[src/rtl/led_pkg.sv]
// Shared definitions for the LED strip SPI driver.
// Holds the frame FSM state type, frame constants and the end-frame length helper.
package led_pkg;

   typedef enum logic [1:0] {
      IDLE  = 2'd0,
      START = 2'd1,
      PIXEL = 2'd2,
      END   = 2'd3
   } led_state_e;

   localparam int unsigned START_BITS = 32;
   localparam int unsigned WORD_BITS  = 32;
   localparam logic [2:0]  LED_HDR    = 3'b111;

   // End frame: one 32-bit word of ones per started group of 64 LEDs.
   function automatic int unsigned end_bits(input int unsigned num_leds);
      return 32 * ((num_leds + 63) / 64);
   endfunction

endpackage

[src/rtl/led_spi_shifter.sv]
// 32-bit word serializer with CLK_DIV pacing.
// Ports:
//   clk, rst        clock, synchronous active-high reset
//   load, word      start shifting a new 32-bit word (MSB first); overrides a running word
//   stop            return to idle (sclk low, mosi low) at the end of the frame
//   sclk, mosi      registered serial clock / data, sclk idle low
//   bit_done_c      strobe on the last cycle of each bit's high phase
module led_spi_shifter
   import led_pkg::*;
#(
   parameter int unsigned CLK_DIV = 2
) (
   input  logic                 clk,
   input  logic                 rst,
   input  logic                 load,
   input  logic                 stop,
   input  logic [WORD_BITS-1:0] word,
   output logic                 sclk,
   output logic                 mosi,
   output logic                 bit_done_c
);

   localparam int unsigned    DIV_W    = 8;
   localparam logic [DIV_W-1:0] DIV_LAST = DIV_W'(CLK_DIV - 1);

   logic [DIV_W-1:0]     div_cnt;
   logic [WORD_BITS-2:0] shreg;
   logic                 active;

   assign bit_done_c = active && sclk && (div_cnt == DIV_LAST);

   // Half-period pacing; mosi only advances when sclk falls back low.
   always_ff @(posedge clk) begin
      if (rst) begin
         active  <= 1'b0;
         sclk    <= 1'b0;
         mosi    <= 1'b0;
         div_cnt <= '0;
         shreg   <= '0;
      end else if (load) begin
         active  <= 1'b1;
         sclk    <= 1'b0;
         mosi    <= word[WORD_BITS-1];
         div_cnt <= '0;
         shreg   <= word[WORD_BITS-2:0];
      end else if (stop) begin
         active  <= 1'b0;
         sclk    <= 1'b0;
         mosi    <= 1'b0;
         div_cnt <= '0;
         shreg   <= '0;
      end else if (active) begin
         if (div_cnt == DIV_LAST) begin
            div_cnt <= '0;
            sclk    <= ~sclk;
            if (sclk) begin
               mosi  <= shreg[WORD_BITS-2];
               shreg <= {shreg[WORD_BITS-3:0], 1'b0};
            end
         end else begin
            div_cnt <= div_cnt + DIV_W'(1);
         end
      end
   end

endmodule

[src/rtl/led_strip_spi_driver.sv]
// APA102-style LED strip frame driver: start frame, one word per LED, end frame.
// Ports:
//   sys_clk, rst                  clock, synchronous active-high reset
//   write_data                    one-cycle frame request (ignored while busy)
//   led_r/g/b_vector              8 bits per LED, LED i at [i*8+7:i*8]
//   brightness                    global brightness, used only with LED_BRIGHTNESS_EN
//   mosi, sclk                    serial output, sclk idle low
//   busy, done                    frame in flight / one-cycle completion pulse
// Build option: define LED_BRIGHTNESS_EN to take the brightness field from the port;
// otherwise the field is fixed at 5'b11111.
module led_strip_spi_driver
   import led_pkg::*;
#(
   parameter int unsigned NUM_LEDS = 8,
   parameter int unsigned CLK_DIV  = 2
) (
   input  logic                  sys_clk,
   input  logic                  rst,
   input  logic                  write_data,
   input  logic [NUM_LEDS*8-1:0] led_r_vector,
   input  logic [NUM_LEDS*8-1:0] led_g_vector,
   input  logic [NUM_LEDS*8-1:0] led_b_vector,
   input  logic [4:0]            brightness,
   output logic                  mosi,
   output logic                  sclk,
   output logic                  busy,
   output logic                  done
);

   localparam int unsigned END_BITS   = end_bits(NUM_LEDS);
   localparam int unsigned PIX_BITS   = WORD_BITS * NUM_LEDS;
   localparam int unsigned TOTAL_BITS = START_BITS + PIX_BITS + END_BITS;
   localparam int unsigned PAD_BITS   = WORD_BITS * (NUM_LEDS + 2);
   localparam int unsigned SPAN_BITS  = (TOTAL_BITS > PAD_BITS) ? TOTAL_BITS : PAD_BITS;
   localparam int unsigned CNT_W      = $clog2(SPAN_BITS + 1);
   localparam int unsigned VEC_W      = NUM_LEDS * 8;

   localparam logic [CNT_W-1:0] START_LAST = CNT_W'(START_BITS - 1);
   localparam logic [CNT_W-1:0] PIX_LAST   = CNT_W'(START_BITS + PIX_BITS - 1);
   localparam logic [CNT_W-1:0] FRAME_LAST = CNT_W'(TOTAL_BITS - 1);

   led_state_e           state;
   logic [CNT_W-1:0]     bit_cnt;
   logic [VEC_W-1:0]     r_snap;
   logic [VEC_W-1:0]     g_snap;
   logic [VEC_W-1:0]     b_snap;
   logic [4:0]           bri_snap;

   logic                 bit_done_c;
   logic                 word_end_c;
   logic                 load_c;
   logic                 stop_c;
   logic [WORD_BITS-1:0] load_word_c;
   logic [WORD_BITS-1:0] pixel_word_c;

   // Snapshots shift down one LED per loaded pixel word, so the current LED is always byte 0.
   assign pixel_word_c = {LED_HDR, bri_snap, b_snap[7:0], g_snap[7:0], r_snap[7:0]};
   assign word_end_c   = bit_done_c && (bit_cnt[4:0] == 5'd31);

   // Word loading for the shifter: every word boundary either reloads or ends the frame.
   always_comb begin
      load_c      = 1'b0;
      stop_c      = 1'b0;
      load_word_c = '0;
      case (state)
         IDLE: begin
            load_c = write_data;
         end
         START: begin
            if (word_end_c) begin
               load_c      = 1'b1;
               load_word_c = pixel_word_c;
            end
         end
         PIXEL: begin
            if (word_end_c) begin
               load_c      = 1'b1;
               load_word_c = (bit_cnt == PIX_LAST) ? '1 : pixel_word_c;
            end
         end
         END: begin
            if (word_end_c) begin
               if (bit_cnt == FRAME_LAST) begin
                  stop_c = 1'b1;
               end else begin
                  load_c      = 1'b1;
                  load_word_c = '1;
               end
            end
         end
         default: ;
      endcase
   end

   // Frame sequencing, snapshots and status outputs.
   always_ff @(posedge sys_clk) begin
      if (rst) begin
         state    <= IDLE;
         busy     <= 1'b0;
         done     <= 1'b0;
         bit_cnt  <= '0;
         r_snap   <= '0;
         g_snap   <= '0;
         b_snap   <= '0;
         bri_snap <= '0;
      end else begin
         done <= 1'b0;
         case (state)
            IDLE: begin
               if (write_data) begin
                  r_snap   <= led_r_vector;
                  g_snap   <= led_g_vector;
                  b_snap   <= led_b_vector;
`ifdef LED_BRIGHTNESS_EN
                  bri_snap <= brightness;
`else
                  // Port stays connected; OR-ing forces the fixed full-scale field.
                  bri_snap <= brightness | 5'h1F;
`endif
                  bit_cnt  <= '0;
                  busy     <= 1'b1;
                  state    <= START;
               end
            end
            START: begin
               if (bit_done_c) begin
                  bit_cnt <= bit_cnt + CNT_W'(1);
                  if (bit_cnt == START_LAST) begin
                     state <= PIXEL;
                     r_snap <= r_snap >> 8;
                     g_snap <= g_snap >> 8;
                     b_snap <= b_snap >> 8;
                  end
               end
            end
            PIXEL: begin
               if (bit_done_c) begin
                  bit_cnt <= bit_cnt + CNT_W'(1);
                  if (word_end_c) begin
                     r_snap <= r_snap >> 8;
                     g_snap <= g_snap >> 8;
                     b_snap <= b_snap >> 8;
                  end
                  if (bit_cnt == PIX_LAST) begin
                     state <= END;
                  end
               end
            end
            END: begin
               if (bit_done_c) begin
                  if (bit_cnt == FRAME_LAST) begin
                     bit_cnt <= '0;
                     busy    <= 1'b0;
                     done    <= 1'b1;
                     state   <= IDLE;
                  end else begin
                     bit_cnt <= bit_cnt + CNT_W'(1);
                  end
               end
            end
            default: state <= IDLE;
         endcase
      end
   end

   led_spi_shifter #(
      .CLK_DIV (CLK_DIV)
   ) u_shifter (
      .clk        (sys_clk),
      .rst        (rst),
      .load       (load_c),
      .stop       (stop_c),
      .word       (load_word_c),
      .sclk       (sclk),
      .mosi       (mosi),
      .bit_done_c (bit_done_c)
   );

endmodule

[config.mk]
export PLATFORM = sky130hd
export DESIGN_NAME = led_strip_spi_driver
export DESIGN_NICKNAME = d
export VERILOG_FILES = /design/src/rtl/led_pkg.sv /design/src/rtl/led_spi_shifter.sv /design/src/rtl/led_strip_spi_driver.sv
export SDC_FILE = /design/constraint.sdc
export NUM_CORES = 1
export LEC_CHECK = 0
export CORE_ASPECT_RATIO = 2
export CORE_MARGIN = 8
export CORE_UTILIZATION = 54
export CTS_BUF_LIST = sky130_fd_sc_hd__clkbuf_4
export DETAILED_ROUTE_END_ITERATION = 12
export HOLD_SLACK_MARGIN = 0.06
export PLACE_DENSITY = 0.82
export SYNTH_ARGS = -nofsm -noshare
export SYNTH_HDL_FRONTEND = slang
export SYNTH_SLANG_ARGS = --single-unit
[constraint.sdc]
create_clock -name sys_clk -period 3 [get_ports sys_clk]
set_clock_uncertainty 0.1 [all_clocks]
set_input_delay 0.9 -clock sys_clk [delete_from_list [all_inputs] [get_ports sys_clk]]
set_output_delay 0.9 -clock sys_clk [all_outputs]
set_load 0.01 [all_outputs]
-- After elaboration in Yosys (flattened, before gate mapping)
Index checks and enable logic that the tools add are counted.
- logic and storage cells: 116
- input port bits: 200
- flip-flop bits (word level): 248
- equal/unequal tests: 17
- reductions and logical operators: 20
- add/subtract/negate cells: 2
- bitwise gates (word level): 3
- multiplexer cells: 61
- operators with widths (operator ; number):
    two-way mux 64 bit ; 15
    case mux 64 bit (3 select lines) ; 3
    two-way mux 31 bit ; 5
    two-way mux 32 bit ; 4
    case mux 32 bit (3 select lines) ; 1
    two-way mux 9 bit ; 4
    two-way mux 29 bit ; 1
    case mux 9 bit (3 select lines) ; 1
    equality test 9 bit, second input constant ; 2
    two-way mux 1 bit ; 16
    != test 2 bit, second input constant ; 8
    two-way mux 2 bit ; 7
    nonzero test 3 bit ; 4
    adder 9 x 1 -> 9 bit, second input constant ; 1
    equality test 9 x 5 -> 1 bit, second input constant ; 1
    adder 8 x 1 -> 8 bit, second input constant ; 1
    equality test 8 x 1 -> 1 bit, second input constant ; 1
    two-way mux 8 bit ; 1
    case mux 2 bit (4 select lines) ; 1
    AND reduction 7 bit ; 1
    AND reduction 3 bit ; 2
    AND reduction 6 bit ; 1
    OR reduction 3 bit ; 2
    equality test 5 bit, second input constant ; 1
    12 further kinds ; 19

-- Logic depth before layout (Yosys ltp)
- depth in word-level cells: 7
- depth in mapped cells: 9
- depth with buffers taken out: 7

-- Modules after synthesis
A second synthesis with hierarchy kept.
- cell total of the unflattened synthesis: 1289
- area, all modules: 12226.7 sq um
- modules (own cells, without submodules) (module ; area an instance (sq um) ; cells an instance ; seq. area each (sq um) ; instances):
    led_strip_spi_driver ; 10108.4 ; 1053 ; 4124.0 ; 1
    led_spi_shifter ; 2118.3 ; 236 ; 840.8 ; 1

-- Worst setup path after synthesis
No wires, ideal clock.
- kind: register -> register
- start point: register bit_cnt[0]
- end point: register g_snap[10]
- buffers on the path: 2
- path slack: 0.424 ns
- required time: 2.762 ns
- period minus slack after synthesis: 2.576 ns
- stages on the path, launching flop included: 9
- library setup time: 0.138 ns
- data arrival time: 2.338 ns
- path through: dfxtp_1 > ha_1 > and3_1 > ha_1 > o2111ai_1 > a2111oi_4 > clkbuf_1 > clkbuf_1 > a211oi_1
- longest elaborated chain between the ends: 4
- elaborated cells on any way between the ends: 6
- classes of those cells: 4 x eq/ne; 2 x reduce/logical
- RTL lines (element ; line ; text):
    start, declared ; led_strip_spi_driver.sv:43 ; logic [CNT_W-1:0] bit_cnt;
    start signal, assigned ; led_strip_spi_driver.sv:127 ; bit_cnt <= bit_cnt + CNT_W'(1);
    start signal, assigned ; led_strip_spi_driver.sv:138 ; bit_cnt <= bit_cnt + CNT_W'(1);
    start signal, assigned ; led_strip_spi_driver.sv:157 ; bit_cnt <= bit_cnt + CNT_W'(1);
    equality test 5 bit ; led_strip_spi_driver.sv:58 ; assign word_end_c = bit_done_c && (bit_cnt[4:0] == 5'd31);
    logical AND 1 bit ; led_strip_spi_driver.sv:58 ;
    != test 2 bit (no source line) ; - ;
    AND reduction 6 bit (no source line) * ; - ;
    end signal, assigned ; led_strip_spi_driver.sv:112 ; g_snap <= led_g_vector;
    end signal, assigned ; led_strip_spi_driver.sv:131 ; g_snap <= g_snap >> 8;
    end signal, assigned ; led_strip_spi_driver.sv:141 ; g_snap <= g_snap >> 8;
    end, declared ; led_strip_spi_driver.sv:45 ; logic [VEC_W-1:0] g_snap;
Mark *: on every way between the ends. The rest lies on a longest branch, timed or not.
A chain may end at the register's enable or synchronous reset.

-- Worst setup path after layout
- start point: register u_shifter.sclk
- end point: output port sclk
- RTL lines (element ; line ; text):
    start, declared ; led_spi_shifter.sv:18 ; output logic sclk,
    start signal, assigned ; led_spi_shifter.sv:55 ; sclk <= ~sclk;
    end, declared ; led_strip_spi_driver.sv:25 ; output logic sclk,
No word-level cell between the ends.

==> flow_summary.ini <==
[global_route]
grt_pass1_wl_mm = 46.21
globalRouteOverflowTotal = 0
grt_pass1_vias = 9703
grt_max_degree = 119
antenna_found_initial = 8
globalRouteTotalUtil_pct = 22.68

[routing]
vias = 9408
top_layer = met4
met3_length_mm = 1.496
ant_nets = 0
first_iter_violations = 514
route.detailed.drc = 0
met1_length_mm = 10.06
wl_per_cell_um = 17.23
wl_met2_mm = 16.11
drt-pass1-iter-count = 4
via_per_inst = 5.580
wirelength_mm = 29.05

[pwr]
p_per_area_mw_per_mm2 = 1018
peakVddDrop_uv = 972.0
finalPower_w = 0.01419
leakagePower_nw = 5.067

[critical_path]
r2r-start = bit_cnt[0]
reg2reg_slack_ns = 0.24
critical_path_arrival_ns = 1.82
path_buf_inv = 1
cp_max_fo = 8
worstPathRequired_ns = 2.00
r2r-end = r_snap[36]
cpPeakStageDelay_ns = 0.65
r2r_cells = 9
slowest_stage = clkdlybuf4s50_1
cp-startpoint = u_shifter.sclk
start_kind = flop
critical_path_class = flop to output pin
crit_path_end_kind = output pin
crit_family = buffers and inverters
crit_chain = clkdlybuf4s50_1

[synth]
yosysWarningCount = 0
ys_top_cells_by_count = 248 x dfxtp_1, 189 x nor2_1, 174 x a211oi_1
synth_edf_count = 0
synth-async-reset-ratio_pct = 0
yosysTopAreaCell = dfxtp_1
synth_seq_cells = 248
synth.most_common_cell = dfxtp_1
yosysTopAreaCellShare_pct = 45.37
synth_area_leaders = dfxtp_1 45%, mux2i_1 15%, a211oi_1 12%
syn_avg_cell_area_um2 = 9.180
syn_area_mm2 = 0.01094
yosysUniqueCellTypes = 43
synth_cells = 1192
synth-main-ff-cell = dfxtp_1
synth.net_count = 1401
seq_area_frac_synth_pct = 45.37

[layout]
n_fill_cell = 1621
final_cells = 1686
area_delta_synth_final_pct = 27.44
nets = 1587
drive_gt1_share_pct = 9.040

[clock_tree]
holdBufCountCts = 0
clkLatencyLatePin_ns = 0.69
cts_tree = built
clockRootBuffer = clkbuf_4
cts_buffers = 57
clockBufferDepth = 3
path_clk_slew_ns = 0.08
ctsResizeCount = 0
h-tree-depth = 2
cts_sinks = 248

[place]
place_congestion = 0.8736
dp_cells = 1580
hpwl_mm = 20.37
numPortBuffers = 198
dp_slack_ns = 0.05041

[sta]
timing.final.crit_period_ns = 2.818
hold_viol_final = 0
setup_viol = 0
drv_slew = 0
rsz0062_at_grt = false
timing.slew.headroom_pct = 38.59
clock.fmax_mhz = 354.9
fin_crit_sh_pct = 93.93
worst_slew_pin_slew_ns = 0.9211
setup_slack_ns = 0.1822
finalSetupTns_ns = 0

[run]
maxCapViolCount = 0

[floorplan]
die_area_mm2 = 0.02535
start_util_pct = 54.96
fp.coreArea_mm2 = 0.01991
die_h_um = 217.3
io_pins = 204
die_w_um = 116.7
placementRows = 73

[min_path]
holdCritPathClass = flop to flop
worstHoldStart = g_snap[62]
worstHoldPathCells = 2
holdPathEnd = g_snap[62]

[status]
status = finished clean
==> cell families after synthesis <==
kind of cell | Yosys count | synth area share (%)
xor gates and xnor gates | 12 | 0.9604
muxes | 169 | 15.46
AOI/OAI and AO/OA | 315 | 19.70
adders and majority gates | 9 | 1.029
DFF | 248 | 45.37
and+or+nand+nor | 324 | 13.25
buffers and inverters | 115 | 4.231
==> cells in the final DEF, fill, tap and decap left out, types with 6 or more instances in the layout <==
| master | netlist | routed |
|---|---|---|
| dfxtp_1 | 248 | 248 |
| mux2i_1 | 169 | 169 |
| nand3_1 | 35 | 35 |
| nor3_1 | 8 | 8 |
| a211oi_1 | 174 | 174 |
| a22oi_1 | 6 | 6 |
| buf_12 | 0 | 11 |
| and2_1 | 24 | 24 |
| clkinv_1 | 0 | 14 |
| clkbuf_4 | 0 | 74 |
| nand2_1 | 42 | 42 |
| o22ai_1 | 22 | 22 |
| clkinv_2 | 0 | 7 |
| ha_1 | 9 | 8 |
| clkdlybuf4s50_1 | 0 | 197 |
| nor2_1 | 189 | 189 |
| buf_4 | 0 | 25 |
| xnor2_1 | 6 | 6 |
| diode_2 | 0 | 8 |
| a31oi_1 | 28 | 28 |
| xor2_1 | 6 | 6 |
| a21oi_1 | 58 | 57 |
| inv_1 | 7 | 7 |
| o21ai_0 | 13 | 13 |
==> area by class of cell <==
type                            count  area (um2)  area share, %
Clock buffer                       74       555.5          3.983
Inverter                            8       30.03         0.2153
Timing Repair Buffer              234        2391          17.15
Clock inverter                     23       125.1         0.8972
Multi-Input combinational cell    829        5532          39.66
Tap cell                          262       327.8          2.351
Antenna cell                        8       20.02         0.1435
Sequential cell                   248        4965          35.60
==> what timing repair did <==
action	4_1_cts	5_1_grt
setup endpoints to repair	0	13
buffers inserted	0	1
hold endpoints to repair	0	0
==> where the power goes <==
| group | total (W) | leakage (nW) | internal, W | switching, W |
|---|---|---|---|---|
| sequential | 0.00510 | 2.04 | 0.00447 | 0.000632 |
| combinational | 0.00654 | 2.62 | 0.00290 | 0.00364 |
| clock | 0.00255 | 0.404 | 0.00124 | 0.00131 |
==> stage by stage <==
stage,util [%],instance area [um2],hold WS (ns)
finish,70.04,13950,0.3538
global route,70.04,13950,0.3801
CTS,69.90,13920,0.3567
detailed placement,66.48,13240,0.3486
global placement,66.48,13240,0.3369
floorplan,-,10940,0.3285
==> metal layers <==
| layer | global-route usage [%] | up-vias |
|---|---|---|
| met3 | 5.520 | 78 |
| met5 | 0 | - |
| met1 | 20.45 | 4310 |
| met2 | 42.74 | 228 |
| li1 | - | 4792 |
| met4 | 15.08 | 0 |
==> worst max path at each step <==
stage	to	slack, ns	depth (start not counted)
floorplan	g_snap[10]	0.42	8
global placement	b_snap[53]	0.09	7
detailed placement	b_snap[16]	0.05	7
CTS	sclk	0.15	1
global route	r_snap[48]	0.05	9
finish	sclk	0.18	1
==> state kept, by name, indices dropped and copies added, names as in the netlist, 2 cells and up <==
| register | cells |
|---|---|
| u_shifter.div_cnt | 8 |
| b_snap | 64 |
| state | 2 |
| u_shifter.shreg | 31 |
| bit_cnt | 9 |
| g_snap | 64 |
| r_snap | 64 |
Note: power is estimated with default switching activity, not from simulation.
